`config.mk`:
```
export PLATFORM = sky130hd
export DESIGN_NAME = qspi_flash_read_ctrl
export DESIGN_NICKNAME = d
export VERILOG_FILES = /design/src/rtl/qspi_flash_read_ctrl.sv
export SDC_FILE = /design/constraint.sdc
export NUM_CORES = 1
export LEC_CHECK = 0
export ABC_CLOCK_PERIOD_IN_PS = 3500
export CORE_MARGIN = 2
export CORE_UTILIZATION = 55
export DETAILED_ROUTE_END_ITERATION = 10
export GPL_TIMING_DRIVEN = 0
export PLACE_DENSITY = 0.79
export SETUP_SLACK_MARGIN = 0.3
export SLEW_MARGIN = 20
export SYNTH_ARGS = -nofsm -noshare
export SYNTH_HDL_FRONTEND = slang
export SYNTH_SLANG_ARGS = --single-unit
```
`constraint.sdc`:
```
create_clock -name clk -period 3.5 [get_ports clk]
set_input_delay 0.525 -clock clk [delete_from_list [all_inputs] [get_ports clk]]
set_output_delay 0.525 -clock clk [all_outputs]
set_load 0.03 [all_outputs]
```
`src/rtl/qspi_flash_read_ctrl.sv`:
```
// Quad-I/O fast-read (0xEB) sequencer for the board QSPI flash.
// Drives CE_n/SCLK/DQ and streams read bytes back to the requester.
module qspi_flash_read_ctrl #(
    parameter int CLK_DIV     = 2,
    parameter int DUMMY_CLKS  = 4,
    parameter int CS_GAP_CLKS = 4
) (
    input  logic        clk,
    input  logic        reset,
    input  logic        req_valid,
    output logic        req_ready,
    input  logic [23:0] req_addr,
    input  logic [15:0] req_len,
    output logic [7:0]  rd_data,
    output logic        rd_valid,
    output logic        done,
    output logic        busy,
    output logic        flash_sclk,
    output logic        flash_ce_n,
    output logic [3:0]  flash_dq_out,
    output logic [3:0]  flash_dq_oe,
    input  logic [3:0]  flash_dq_in
);

    typedef enum logic [2:0] {
        IDLE, CMD, ADDR, MODE, DUMMY, DATA, CS_HOLD, CS_GAP
    } state_t;

    localparam logic [15:0] DIV_LAST   = 16'(CLK_DIV - 1);
    localparam logic [15:0] DUMMY_LAST = 16'(DUMMY_CLKS - 1);
    localparam logic [15:0] GAP_LAST   = 16'(CS_GAP_CLKS - 1);
    localparam logic [7:0]  CMD_QIOR   = 8'hEB;

    state_t      state, state_nx;
    logic [15:0] div_cnt;
    logic [15:0] cnt;
    logic [15:0] byte_cnt;
    logic [31:0] sh;
    logic [3:0]  hi_nib;
    logic        sclk;
    logic        shifting, tick, rise, fall;
    logic [15:0] ph_last;
    logic        ph_end;

    assign shifting = (state == CMD) || (state == ADDR) || (state == MODE)
                   || (state == DUMMY) || (state == DATA);
    assign tick = shifting && (div_cnt == DIV_LAST);
    assign rise = tick && !sclk;
    assign fall = tick && sclk;

    // Last SCLK index of each phase; DATA restarts per byte.
    always_comb begin
        ph_last = 16'd0;
        unique case (state)
            CMD:     ph_last = 16'd7;
            ADDR:    ph_last = 16'd5;
            MODE:    ph_last = 16'd1;
            DUMMY:   ph_last = DUMMY_LAST;
            DATA:    ph_last = 16'd1;
            default: ph_last = 16'd0;
        endcase
    end

    assign ph_end = fall && (cnt == ph_last);

    always_ff @(posedge clk or posedge reset) begin
        if (reset) begin
            state <= IDLE;
        end else begin
            state <= state_nx;
        end
    end

    always_comb begin
        state_nx = state;
        unique case (state)
            IDLE: begin
                if (req_valid) begin
                    state_nx = (req_len == 16'd0) ? CS_GAP : CMD;
                end
            end
            CMD:     if (ph_end) state_nx = ADDR;
            ADDR:    if (ph_end) state_nx = MODE;
            MODE:    if (ph_end) state_nx = DUMMY;
            DUMMY:   if (ph_end) state_nx = DATA;
            DATA:    if (ph_end && byte_cnt == 16'd1) state_nx = CS_HOLD;
            CS_HOLD: if (div_cnt == DIV_LAST) state_nx = CS_GAP;
            CS_GAP:  if (cnt == GAP_LAST) state_nx = IDLE;
            default: state_nx = IDLE;
        endcase
    end

    always_ff @(posedge clk or posedge reset) begin
        if (reset) begin
            div_cnt  <= '0;
            cnt      <= '0;
            byte_cnt <= '0;
            sh       <= '0;
            hi_nib   <= '0;
            sclk     <= 1'b0;
            rd_data  <= '0;
            rd_valid <= 1'b0;
        end else begin
            rd_valid <= 1'b0;
            if (state == IDLE) begin
                // A zero-length accept jumps straight to the last gap cycle.
                div_cnt  <= '0;
                sclk     <= 1'b0;
                cnt      <= (req_len == 16'd0) ? GAP_LAST : 16'd0;
                sh       <= {CMD_QIOR, req_addr};
                byte_cnt <= req_len;
            end else if (shifting) begin
                div_cnt <= tick ? 16'd0 : div_cnt + 16'd1;
                if (tick) begin
                    sclk <= !sclk;
                end
                if (rise && state == DATA) begin
                    if (cnt == 16'd0) begin
                        hi_nib <= flash_dq_in;
                    end else begin
                        rd_data  <= {hi_nib, flash_dq_in};
                        rd_valid <= 1'b1;
                    end
                end
                if (fall) begin
                    cnt <= ph_end ? 16'd0 : cnt + 16'd1;
                    if (state == CMD) begin
                        sh <= sh << 1;
                    end
                    if (state == ADDR) begin
                        sh <= sh << 4;
                    end
                    if (state == DATA && ph_end) begin
                        byte_cnt <= byte_cnt - 16'd1;
                    end
                end
            end else if (state == CS_HOLD) begin
                div_cnt <= (div_cnt == DIV_LAST) ? 16'd0 : div_cnt + 16'd1;
            end else begin
                cnt <= cnt + 16'd1;
            end
        end
    end

    always_comb begin
        flash_dq_out = 4'h0;
        flash_dq_oe  = 4'h0;
        unique case (state)
            CMD: begin
                flash_dq_out = {2'b11, 1'b0, sh[31]};
                flash_dq_oe  = 4'b1101;
            end
            ADDR: begin
                flash_dq_out = sh[31:28];
                flash_dq_oe  = 4'hF;
            end
            MODE: begin
                flash_dq_out = 4'h0;
                flash_dq_oe  = 4'hF;
            end
            default: begin
                flash_dq_out = 4'h0;
                flash_dq_oe  = 4'h0;
            end
        endcase
    end

    assign flash_sclk = sclk;
    assign flash_ce_n = (state == IDLE) || (state == CS_GAP);
    assign req_ready  = (state == IDLE);
    assign busy       = (state != IDLE);
    assign done       = (state == CS_GAP) && (cnt == GAP_LAST);

endmodule

```
; Yosys cells after proc, flatten, opt, wreduce, memory -nomap -nowiden
; Index checks and enable logic that the tools add are counted.
[op_classes]
addsub = 3
n_mul = 0
div = 0
n_lt_le_gt_ge = 0
eq_ne = 21
shift = 0
n_mux = 40
bitwise_logic = 2
n_reduce_logical = 33
[ops]
columns = op, n
row1 = 16-bit two-way mux, 14
row2 = 32-bit two-way mux, 5
row3 = "16-bit by 1-bit adder with 16-bit output, second input constant", 2
row4 = "16-bit by 1-bit == test with 1-bit output, second input constant", 2
row5 = 16-bit logical NOT, 2
row6 = 3-bit two-way mux, 9
row7 = 3-bit case mux with 8 select lines, 1
row8 = 16-bit == test, 1
row9 = "16-bit by 2-bit == test with 1-bit output, second input constant", 1
row10 = 4-bit case mux with 2 select lines, 2
row11 = "16-bit by 1-bit subtractor with 16-bit output, second input constant", 1
row12 = "2-bit != test, second input constant", 7
row13 = "3-bit == test, second input constant", 4
row14 = 3-bit case mux with 4 select lines, 1
row15 = 3-bit nonzero test, 3
row16 = 1-bit logical AND, 8
row17 = 4-bit AND reduction, 2
row18 = 8-bit AND reduction, 1
row19 = 2-bit nonzero test, 4
row20 = 1-bit two-way mux, 7
row21 = "3-bit by 2-bit == test with 1-bit output, second input constant", 2
row22 = 3-bit AND reduction, 2
row23 = 1-bit logical OR, 5
row24 = 2-bit AND reduction, 2
row25 = 9 further kinds, 11
[word_totals]
register_bits = 97
latch_bits = 0
mem_bits_rw = 0
rom_bits = 0
output_inout_bits = 22
n_memories = 0

; Logic depth before layout (Yosys ltp)
[depth]
depth_word = 13
depth_mapped = 11
ltp_nobuf = 9

; Worst setup path before layout
; No wires, ideal clock.
[synth_path]
path_type = register to register
start = register state[0]
end = register byte_cnt[12]
setup_time_ns = 0.070
arrival_time_ns = 2.710
required_ns = 3.430
path_slack_ns = 0.721
path_stages_with_launch = 11
n_path_buf = 2
period_less_slack_ns = 2.779
cell_sequence = dfrtp_1 > inv_1 > ha_1 > or2_1 > buf_2 > or4_1 > a311o_1 > or2_1 > buf_2 > or4_1 > nand3_1
[synth_between]
elab_chain_len = 11
word_cells_on_any_way = 22
classes_between = eq/ne: 6 / mux: 2 / reduce/logical: 14
[synth_lines]
columns = item, line
row1 = "start, declared", 34  ; state_t state, state_nx;
row2 = "start signal, assigned", 70  ; state <= state_nx;
row3 = "parallel branches: the longest is 11 deep, another holds 16-bit == test", n/a
row4 = "end signal, assigned", 111  ; byte_cnt <= req_len;
row5 = "end signal, assigned", 134  ; byte_cnt <= byte_cnt - 16'd1;
row6 = "end, declared", 37  ; logic [15:0] byte_cnt;
; Several ways; the timed one is not identified.
; A chain may end at the register's enable or synchronous reset.

; Worst setup path in the final report
[layout_path]
start = register state[0]
end = output port flash_ce_n
[layout_between]
elab_chain_len = 2
word_cells_on_any_way = 3
classes_between = eq/ne: 1 / reduce/logical: 2
[layout_lines]
columns = item, line
row1 = 3-bit == test / 3-bit logical NOT (equally long branches), 169  ; assign flash_ce_n = (state == IDLE) || (state == CS_GAP);
row2 = 1-bit logical OR *, 169
row3 = "end, declared", 19  ; output logic flash_ce_n,
; Every way passes the cells marked *; elsewhere a longest branch is shown, timed or not.

==> flow_summary.ini <==
[setup_path]
start_kind = flop
crit_top_cell = clkbuf_2
cp_max_fo = 10
crit_chain = inv_1 -> ha_1 -> nand2b_1 -> clkbuf_2 -> clkbuf_2 -> nand2_1 -> clkdlybuf4s50_1
cp_top_family = buffers and inverters
slowest_delay_ns = 0.68
critPathArrivalTime_ns = 2.58
crit_slowest_cell = clkdlybuf4s50_1
crit_type = flop to output port
cp-end-kind = output port
worst_ep_required_time_ns = 2.97
rrSetupSlack_ns = 0.47
cp_num_buf_inv = 4

[grt]
grt_start_max_net_pins = 54
grt_pass1_vias = 4724
grt_pass1_wl_um = 22430
track_usage = 0.2694
antenna_found_initial = 0
gr-total-overflow = 0

[synth]
synthArstFlopShare = 1.000
synth_area_per_cell_um2 = 8.513
synth_edf_count = 0
synth_seq_cells = 97
ys_types = 52
synth_nets = 688
yosysTopAreaCell = dfrtp_1
yosys_most_used_dff = dfrtp_1
synth_top_area_share = 0.4519
synthMostInstantiatedCell = nand2_1
ys_top_cells_by_count = 109 x nand2_1, 97 x dfrtp_1, 67 x nor2_1
synthTopCellsByArea = dfrtp_1 45%, nand2_1 7.6%, a21oi_1 5.2%
synth_warnings = 0
netlist_area_um2 = 5371
syn_inst = 631
yosysSeqAreaShare = 0.4519

[timing]
finalCritPeriodShare = 0.8877
rsz0062_at_grt = false
fin_setup_tns_ns = 0
worst_slew_pin_slew_ns = 0.7698
finClkSkew_ns = 0.01171
fin_crit_ns = 3.107
setup_viol = 0
hold_violations = 0
maxSlewHeadroom = 0.4859
holdWs_ns = 0.4858
slew_viol_final = 0
setup_ws_ns = 0.3932
max_clock_freq_mhz = 321.9

[routing]
drt-wirelength-per-cell_um = 16.06
vias_per_cell = 5.914
drtIter0Drc = 285
drc = 0
antenna_left = 0
wl_um = 13640
firstDrtPassIters = 5
vias = 5021

[die]
core_area_um2 = 9639
rows = 36
initial_core_util = 0.5572
design.die.area_um2 = 10570
fp.dieW_um = 102.8
fp.dieH_um = 102.8
num_io_pins = 69

[placement]
io_buffers = 68
dpl_worst_slack_ns = 0.1664
gp_congestion = 0.8666
dpl.hpwl_um = 9780

[layout]
final_util = 0.6764
area_delta_synth_final_pct = 21.38
layout-drive-gt1-share = 0.08240
antenna_cells = 0
finalNetCount = 768

[cts]
ctsResizeCount = 7
cts.sinks = 97
cts_setup_buffers = 0
htreeDepth = 3
clk_path_buf_depth = 2
cts_tree = done
insertion_delay_ns = 0.37
ctsHoldBuffers = 0
clkTransAtPathRegs_ns = 0.09
cts-root-buf = clkbuf_8
numCtsBuffers = 9

[status]
status = completed

[hold_path]
hold_path_class = flop to flop

[power_and_ir_drop]
power_mw = 1.987
leakage_nw = 2.651
ir_worst_vdd_v = 0.0001526
p_per_area_nw_per_um2 = 304.7

[run]
drv_cap = 0
-- through the flow --
stage | instance area, µm² | std cells
after detailed placement | 6251 | 833
final | 6520 | 849
after floorplan | 5371 | 631
after global placement | 6218 | 832
after global routing | 6520 | 849
after CTS | 6475 | 849
-- layer usage --
layer | global-route usage | up-vias | part of all wire
met3 | 0.04881 | 22 | 0.059
met5 | 0 | - | 0
met2 | 0.4515 | 194 | 0.49
li1 | - | 2388 | -
met1 | 0.3646 | 2417 | 0.44
met4 | 0.06984 | 0 | 0.014
-- cell families (layout without fill, tap and decap cells) --
family                     after synthesis  in the layout  synth area share
muxes                                   23             23           0.04612
and+or+nand+nor                        276            276            0.2378
AOI/OAI and AO/OA                      152            152            0.1691
xor gates and xnor gates                20             20           0.03261
buffers and inverters                   53            138           0.03913
adders and majority gates               10             10           0.02329
DFF                                     97             97            0.4519
-- registers in the layout, summed over array words and instances, names as in the netlist, 3 cells and up --
register  flops
byte_cnt     16
cnt          16
rd_data       8
hi_nib        4
state         3
div_cnt      16
sh           32
-- final cells by class --
type,instances,area (µm²)
Tap cell,133,166.4
Fill cell,822,3119
Timing Repair Buffer,69,710.7
Inverter,16,65.06
Clock buffer,12,155.1
Clock inverter,4,51.30
Multi-Input combinational cell,481,2785
Buffer,37,158.9
Sequential cell,97,2427
-- final timing paths --
check / cells after the start / endpoint / start
worst max-delay path: 7 / flash_ce_n / state[0]$_DFFE_PP0P_
worst min register to register: 1 / byte_cnt[7]$_DFFE_PP0P_ / byte_cnt[7]$_DFFE_PP0P_
min in group asynchronous: 2 / rd_data[3]$_DFFE_PP0P_ / reset
worst max register to register: 10 / byte_cnt[12]$_DFFE_PP0P_ / state[0]$_DFFE_PP0P_
worst min-delay path: 1 / byte_cnt[7]$_DFFE_PP0P_ / byte_cnt[7]$_DFFE_PP0P_
max in group asynchronous: 3 / sh[5]$_DFFE_PP0P_ / reset
-- layout by cell type, fill, tap and decap left out, types with 8 or more instances in the layout --
cell / instances
nand4_1: 9
clkbuf_1: 26
xor2_1: 8
mux2i_1: 9
o21ai_0: 47
or3_1: 10
mux2_2: 14
o311ai_0: 8
ha_1: 10
nor2_1: 67
xnor2_1: 12
nor3_1: 16
nand3_1: 15
a21oi_1: 56
nand2_1: 109
dfrtp_1: 97
nor4_1: 10
clkdlybuf4s50_1: 67
inv_1: 15
clkbuf_8: 11
-- where the power goes --
| group | switching [mW] | internal, mW |
|---|---|---|
| clock | 0.400 | 0.370 |
| sequential | 0.00278 | 1.12 |
| combinational | 0.0388 | 0.0522 |
| total | 0.442 | 1.55 |
Power figures use the tool's default switching activity.
